[config.mk]
export PLATFORM = sky130hd
export DESIGN_NAME = mult_share_arb
export DESIGN_NICKNAME = d
export VERILOG_FILES = /design/src/rtl/mult_share_arb.sv
export SDC_FILE = /design/constraint.sdc
export NUM_CORES = 1
export LEC_CHECK = 0
export BUFFER_PORTS_ARGS = -buffer_cell sky130_fd_sc_hd__clkbuf_2
export CAP_MARGIN = 20
export CORE_UTILIZATION = 52
export DETAILED_ROUTE_END_ITERATION = 8
export MAX_ROUTING_LAYER = met4
export PLACE_DENSITY = 0.72
export SLEW_MARGIN = 30
export SYNTH_ARGS = -nofsm -noshare
export SYNTH_HDL_FRONTEND = slang
export SYNTH_SLANG_ARGS = --single-unit
[constraint.sdc]
create_clock -name clk -period 7.25 [get_ports clk]
set_input_delay 0.725 -clock clk [delete_from_list [all_inputs] [get_ports clk]]
set_output_delay 0.725 -clock clk [all_outputs]
set_load 0.005 [all_outputs]
[src/rtl/mult_share_arb.sv]
// mult_share_arb: round-robin arbiter in front of one shared 18x18 signed
// 1.17 multiplier. One op accepted per cycle; responses come back in accept
// order exactly PIPE cycles after the accept edge, with no backpressure.
//
// Ports:
//   clk        rising-edge clock
//   reset      synchronous, active-high
//   req_valid  [NUM_REQ]      per-requester operand valid
//   req_a      [18*NUM_REQ]   multiplicand A, requester i at [18i+17:18i]
//   req_b      [18*NUM_REQ]   multiplier B, packed like req_a
//   req_ready  [NUM_REQ]      one-hot grant (combinational)
//   rsp_valid  result strobe
//   rsp_id     [5]            owner of rsp_data
//   rsp_data   [18]           signed 1.17 product
//   busy       any accepted op still waiting for its response
//
// Build option: define MULT_SAT_EN to saturate -1.0 x -1.0 to 18'h1FFFF
// instead of letting it wrap to 18'h00000.
module mult_share_arb #(
  parameter int NUM_REQ = 4,
  parameter int PIPE    = 2
) (
  input  logic                    clk,
  input  logic                    reset,
  input  logic [NUM_REQ-1:0]      req_valid,
  input  logic [18*NUM_REQ-1:0]   req_a,
  input  logic [18*NUM_REQ-1:0]   req_b,
  output logic [NUM_REQ-1:0]      req_ready,
  output logic                    rsp_valid,
  output logic [4:0]              rsp_id,
  output logic [17:0]             rsp_data,
  output logic                    busy
);

  localparam int PW = $clog2(NUM_REQ);
  localparam int CW = $clog2(PIPE + 1);

  logic [PW-1:0]         ptr, gnt_idx, idx;
  logic [NUM_REQ-1:0]    gnt;
  logic                  found, accept;
  logic signed [17:0]    a_q, b_q;
  logic [PIPE:1]         vld_pipe;
  logic [PIPE:1][4:0]    id_pipe;
  logic [CW-1:0]         inflight;
  logic signed [35:0]    p_comb, p_out;

  // Search starts one past the last grant so every requester gets a turn.
  always_comb begin
    gnt     = '0;
    gnt_idx = '0;
    idx     = '0;
    found   = 1'b0;
    for (int k = 1; k <= NUM_REQ; k++) begin
      idx = PW'((int'(ptr) + k) % NUM_REQ);
      if (!found && req_valid[idx]) begin
        found   = 1'b1;
        gnt_idx = idx;
      end
    end
    if (found && !reset) gnt[gnt_idx] = 1'b1;
  end

  assign req_ready = gnt;
  assign accept    = |gnt;

  always_ff @(posedge clk) begin
    if (reset) begin
      ptr      <= PW'(NUM_REQ - 1);
      a_q      <= '0;
      b_q      <= '0;
      vld_pipe <= '0;
      id_pipe  <= '0;
      inflight <= '0;
    end else begin
      if (accept) begin
        ptr <= gnt_idx;
        a_q <= req_a[18*gnt_idx +: 18];
        b_q <= req_b[18*gnt_idx +: 18];
      end
      vld_pipe[1] <= accept;
      id_pipe[1]  <= accept ? 5'(gnt_idx) : 5'd0;
      for (int k = 2; k <= PIPE; k++) begin
        vld_pipe[k] <= vld_pipe[k-1];
        id_pipe[k]  <= id_pipe[k-1];
      end
      // Simultaneous accept and response leave the count unchanged.
      case ({accept, rsp_valid})
        2'b10:   inflight <= inflight + 1'b1;
        2'b01:   inflight <= inflight - 1'b1;
        default: inflight <= inflight;
      endcase
    end
  end

  // The operand register is stage 1; the product then rides PIPE-1 more
  // register stages so the total depth is PIPE.
  assign p_comb = a_q * b_q;

  generate
    if (PIPE == 1) begin : g_p1
      assign p_out = p_comb;
    end else begin : g_pn
      logic signed [35:0] p_reg [PIPE-1];
      always_ff @(posedge clk) begin
        if (reset) begin
          for (int k = 0; k < PIPE-1; k++) p_reg[k] <= '0;
        end else begin
          p_reg[0] <= p_comb;
          for (int k = 1; k < PIPE-1; k++) p_reg[k] <= p_reg[k-1];
        end
      end
      assign p_out = p_reg[PIPE-2];
    end
  endgenerate

  // p[35] != p[34] only for -1.0 x -1.0 (+1.0 is not representable).
`ifdef MULT_SAT_EN
  assign rsp_data = (p_out[35] != p_out[34]) ? 18'h1FFFF : {p_out[35], p_out[33:17]};
`else
  assign rsp_data = {p_out[35], p_out[33:17]};
`endif

  logic unused_bits;
  assign unused_bits = ^{p_out[34], p_out[16:0]};

  assign rsp_valid = vld_pipe[PIPE];
  assign rsp_id    = id_pipe[PIPE];
  assign busy      = (inflight != '0);

endmodule

==> impl_metrics.csv <==
group,metric,value,unit
cts,clockBufferDepth,2,
power,p_sw,3876,uW
power,intPower,3227,uW
layout,final_util,58.99,%
route,dr.pass1.iters,6,
cts,post_cts.repair.setup_buffers,0,
placement,place_inst,2232,
timing,hold_viol_final,0,
route,drtIter0Drc,901,
timing,fin_skew,0.01322,ns
route,viasPerCell,5.465,
power,power.density,427.5,nW/um^2
layout,drive_gt1_share,13.16,%
cts,cts_root_buf,"clkbuf_16",
die,die_area,29650,um^2
worst_setup_path,slowest_delay,0.74,ns
logic_synthesis,ys_seq_area_share,8.506,%
job,maxCapViolCount,0,
timing,period_needed,6.783,ns
cts,hold_buffers,0,
worst_setup_path,crit_top_cell,"inv_1",
status,outcome,"finished clean",
placement,numPortBuffers,175,
layout,antenna_cells,0,
worst_setup_path,path_buf_inv,7,
cts,cts_sinks,64,
grt,antenna_found_initial,0,
worst_setup_path,critical_path.top_delay_family,"adder cells",
placement,postPlaceCellArea,16280,um^2
power,vdd.ir_drop.worst,0.0006723,V
cts,clkTransAtPathRegs,0.07,ns
timing,tightest_slew,0.9131,ns
grt,grt_overflow,0,
timing,finalMaxSlewViolations,0,
route,vias,12290,
grt,grt_pass1_wl,68.99,mm
route,drc,0,
placement,hpwl,34.29,mm
worst_setup_path,critPathArrivalTime,7.09,ns
worst_setup_path,slowest_stage,"dfxtp_1",
logic_synthesis,netlist_area,15060,um^2
die,io_pins,179,
die,initial_core_util,53.49,%
die,row_count,61,
logic_synthesis,ys_ff_latch,64,
timing,setup_violations,0,
grt,grt_usage,31.75,%
die,fp.dieW,172.2,um
layout,final_cell_mix,"inv_1 (353), fa_1 (328), nand2_1 (308)",
cts,insertion_delay,0.35,ns
power,p_seq_share,8.7,%
logic_synthesis,synth_cells,1748,
layout,syn_to_final_growth,10.29,%
layout,fill_cells,2444,
timing,finalCritPeriodShare,93.56,%
logic_synthesis,async_reset_ff_share,0,%
worst_setup_path,worstPathRequired,7.55,ns
worst_setup_path,cp-start-kind,"register",
placement,routabilityCongestion,0.9265,
route,wirelength,41.00,mm
worst_setup_path,crit_fanout,18,
logic_synthesis,ys_warn_count,0,
power,p_leak,0.008613,uW
timing,tns,0,ns
timing,fmax,0.1474,GHz
layout,fin_area,16610,um^2
route,drtAntennaViolNets,0,
route,wl_per_cell,18.24,um
cts,cts_buffers,9,
power,sw_frac_of_total,54.57,%
cts,ctsResizeCount,0,
power,clockPowerShare,7.1,%
logic_synthesis,synth_area_per_cell,8.617,um^2
timing,rsz0062_at_grt,"false",
grt,grt_max_degree,72,
worst_hold_path,hp-class,"register to register",
logic_synthesis,synthFlopType,"dfxtp_1",
logic_synthesis,synth-edff-count,0,
die,design.core.area,28160,um^2
cts,htree_levels,3,
logic_synthesis,synth_cell_types,66,
worst_setup_path,crit_chain,"nand2_1 -> inv_1 -> fa_1 -> inv_1 -> fa_1 -> inv_1 -> ha_1 -> inv_1 -> fa_1 -> inv_1 -> fa_1 -> inv_1 -> fa_1 -> inv_1 -> ha_1 -> a21o_1 -> a31oi_1 -> o21ai_0 -> a21oi_1 -> nand3_1 -> nor4b_1 -> a211o_1",
die,fp.dieH,172.2,um
layout,layout.nets,2432,
worst_setup_path,crit_type,"register to register",
worst_setup_path,end_kind,"register",
timing,slew_headroom,38.62,%
power,p_comb_share,84.2,%
layout,final_common_cell,"inv_1",
grt,grt_pass1_vias,13510,
cts,cts_tree,"yes",
layout,layoutNonFillerInstCount,2248,
worst paths after layout:
path / slack (ns) / startpoint / endpoint / cells after the start
max: 0.47 / b_q[0]$_SDFFE_PP0N_ / g_pn.p_reg[0][32]$_SDFF_PP0_ / 22
min: 0.45 / id_pipe[0]$_SDFF_PP0_ / rsp_id[0]$_SDFF_PP0_ / 1
max reg2reg: 0.47 / b_q[0]$_SDFFE_PP0N_ / g_pn.p_reg[0][32]$_SDFF_PP0_ / 22
min reg2reg: 0.45 / id_pipe[0]$_SDFF_PP0_ / rsp_id[0]$_SDFF_PP0_ / 1
power groups by stage:
stage	Combinational, uW	Sequential, uW	Clock, uW
after global routing	6810	628	520
after floorplan	4500	505	0
after detailed placement	5970	618	0
after CTS	6010	613	510
final	5980	617	505
after global placement	5850	615	0
through the flow:
stage                     power, uW  setup WS, ns  hold slack (ns)
after floorplan                5001         1.188           0.4138
after global placement         6464        0.6314           0.4314
after detailed placement       6585        0.5315           0.4366
after CTS                      7131        0.5265           0.4598
after global routing           7957       0.01964           0.4690
final                          7103        0.4669           0.4545
cell usage after synthesis (all sizes together), types with 5 or more instances:
| cell type | count | area (um^2) |
|---|---|---|
| nand2 | 308 | 1156 |
| a21o | 13 | 97.59 |
| fa | 328 | 6566 |
| xnor2 | 14 | 122.6 |
| nor2b | 10 | 62.56 |
| and2 | 160 | 1001 |
| dfxtp | 64 | 1281 |
| o21ai | 17 | 85.08 |
| a32o | 30 | 300.3 |
| nand3 | 83 | 415.4 |
| a31oi | 6 | 52.55 |
| nor3 | 8 | 40.04 |
| ha | 89 | 1114 |
| nand2b | 9 | 56.30 |
| xor2 | 8 | 70.07 |
| a21oi | 30 | 153.9 |
| buf | 20 | 107.6 |
| nor2 | 49 | 186.4 |
| nand4 | 8 | 62.56 |
| clkbuf | 84 | 315.3 |
| o21a | 5 | 37.54 |
| inv | 354 | 1329 |
area by class of cell:
class	instances	area [um^2]	area share, %
clock buffer	10	239.0	1.438
clock inverter	6	90.09	0.5423
inverter	354	1329	7.998
multi-input combinational	1228	12080	72.70
sequential	64	1281	7.712
tap	378	473.0	2.847
timing repair buffer	208	1124	6.763
logic make-up after synthesis:
logic type	synth area share (%)
buf+inv	11.63
xor+xnor	1.279
flops	8.506
fa+ha+maj	50.98
simple gates	21.02
other cells	0.02490
mux	0.1495
compound gates	6.404
metal layers:
| layer | part of all wire [%] | GRT usage (%) | routed length, um |
|---|---|---|---|
| met1 | 38 | 37.11 | 15440 |
| met2 | 51 | 53.79 | 20850 |
| met3 | 5.8 | 3.639 | 2366 |
| met4 | 5.7 | 17.01 | 2348 |
| met5 | 0 | - | 0 |
Note: power is estimated with default switching activity, not from simulation.
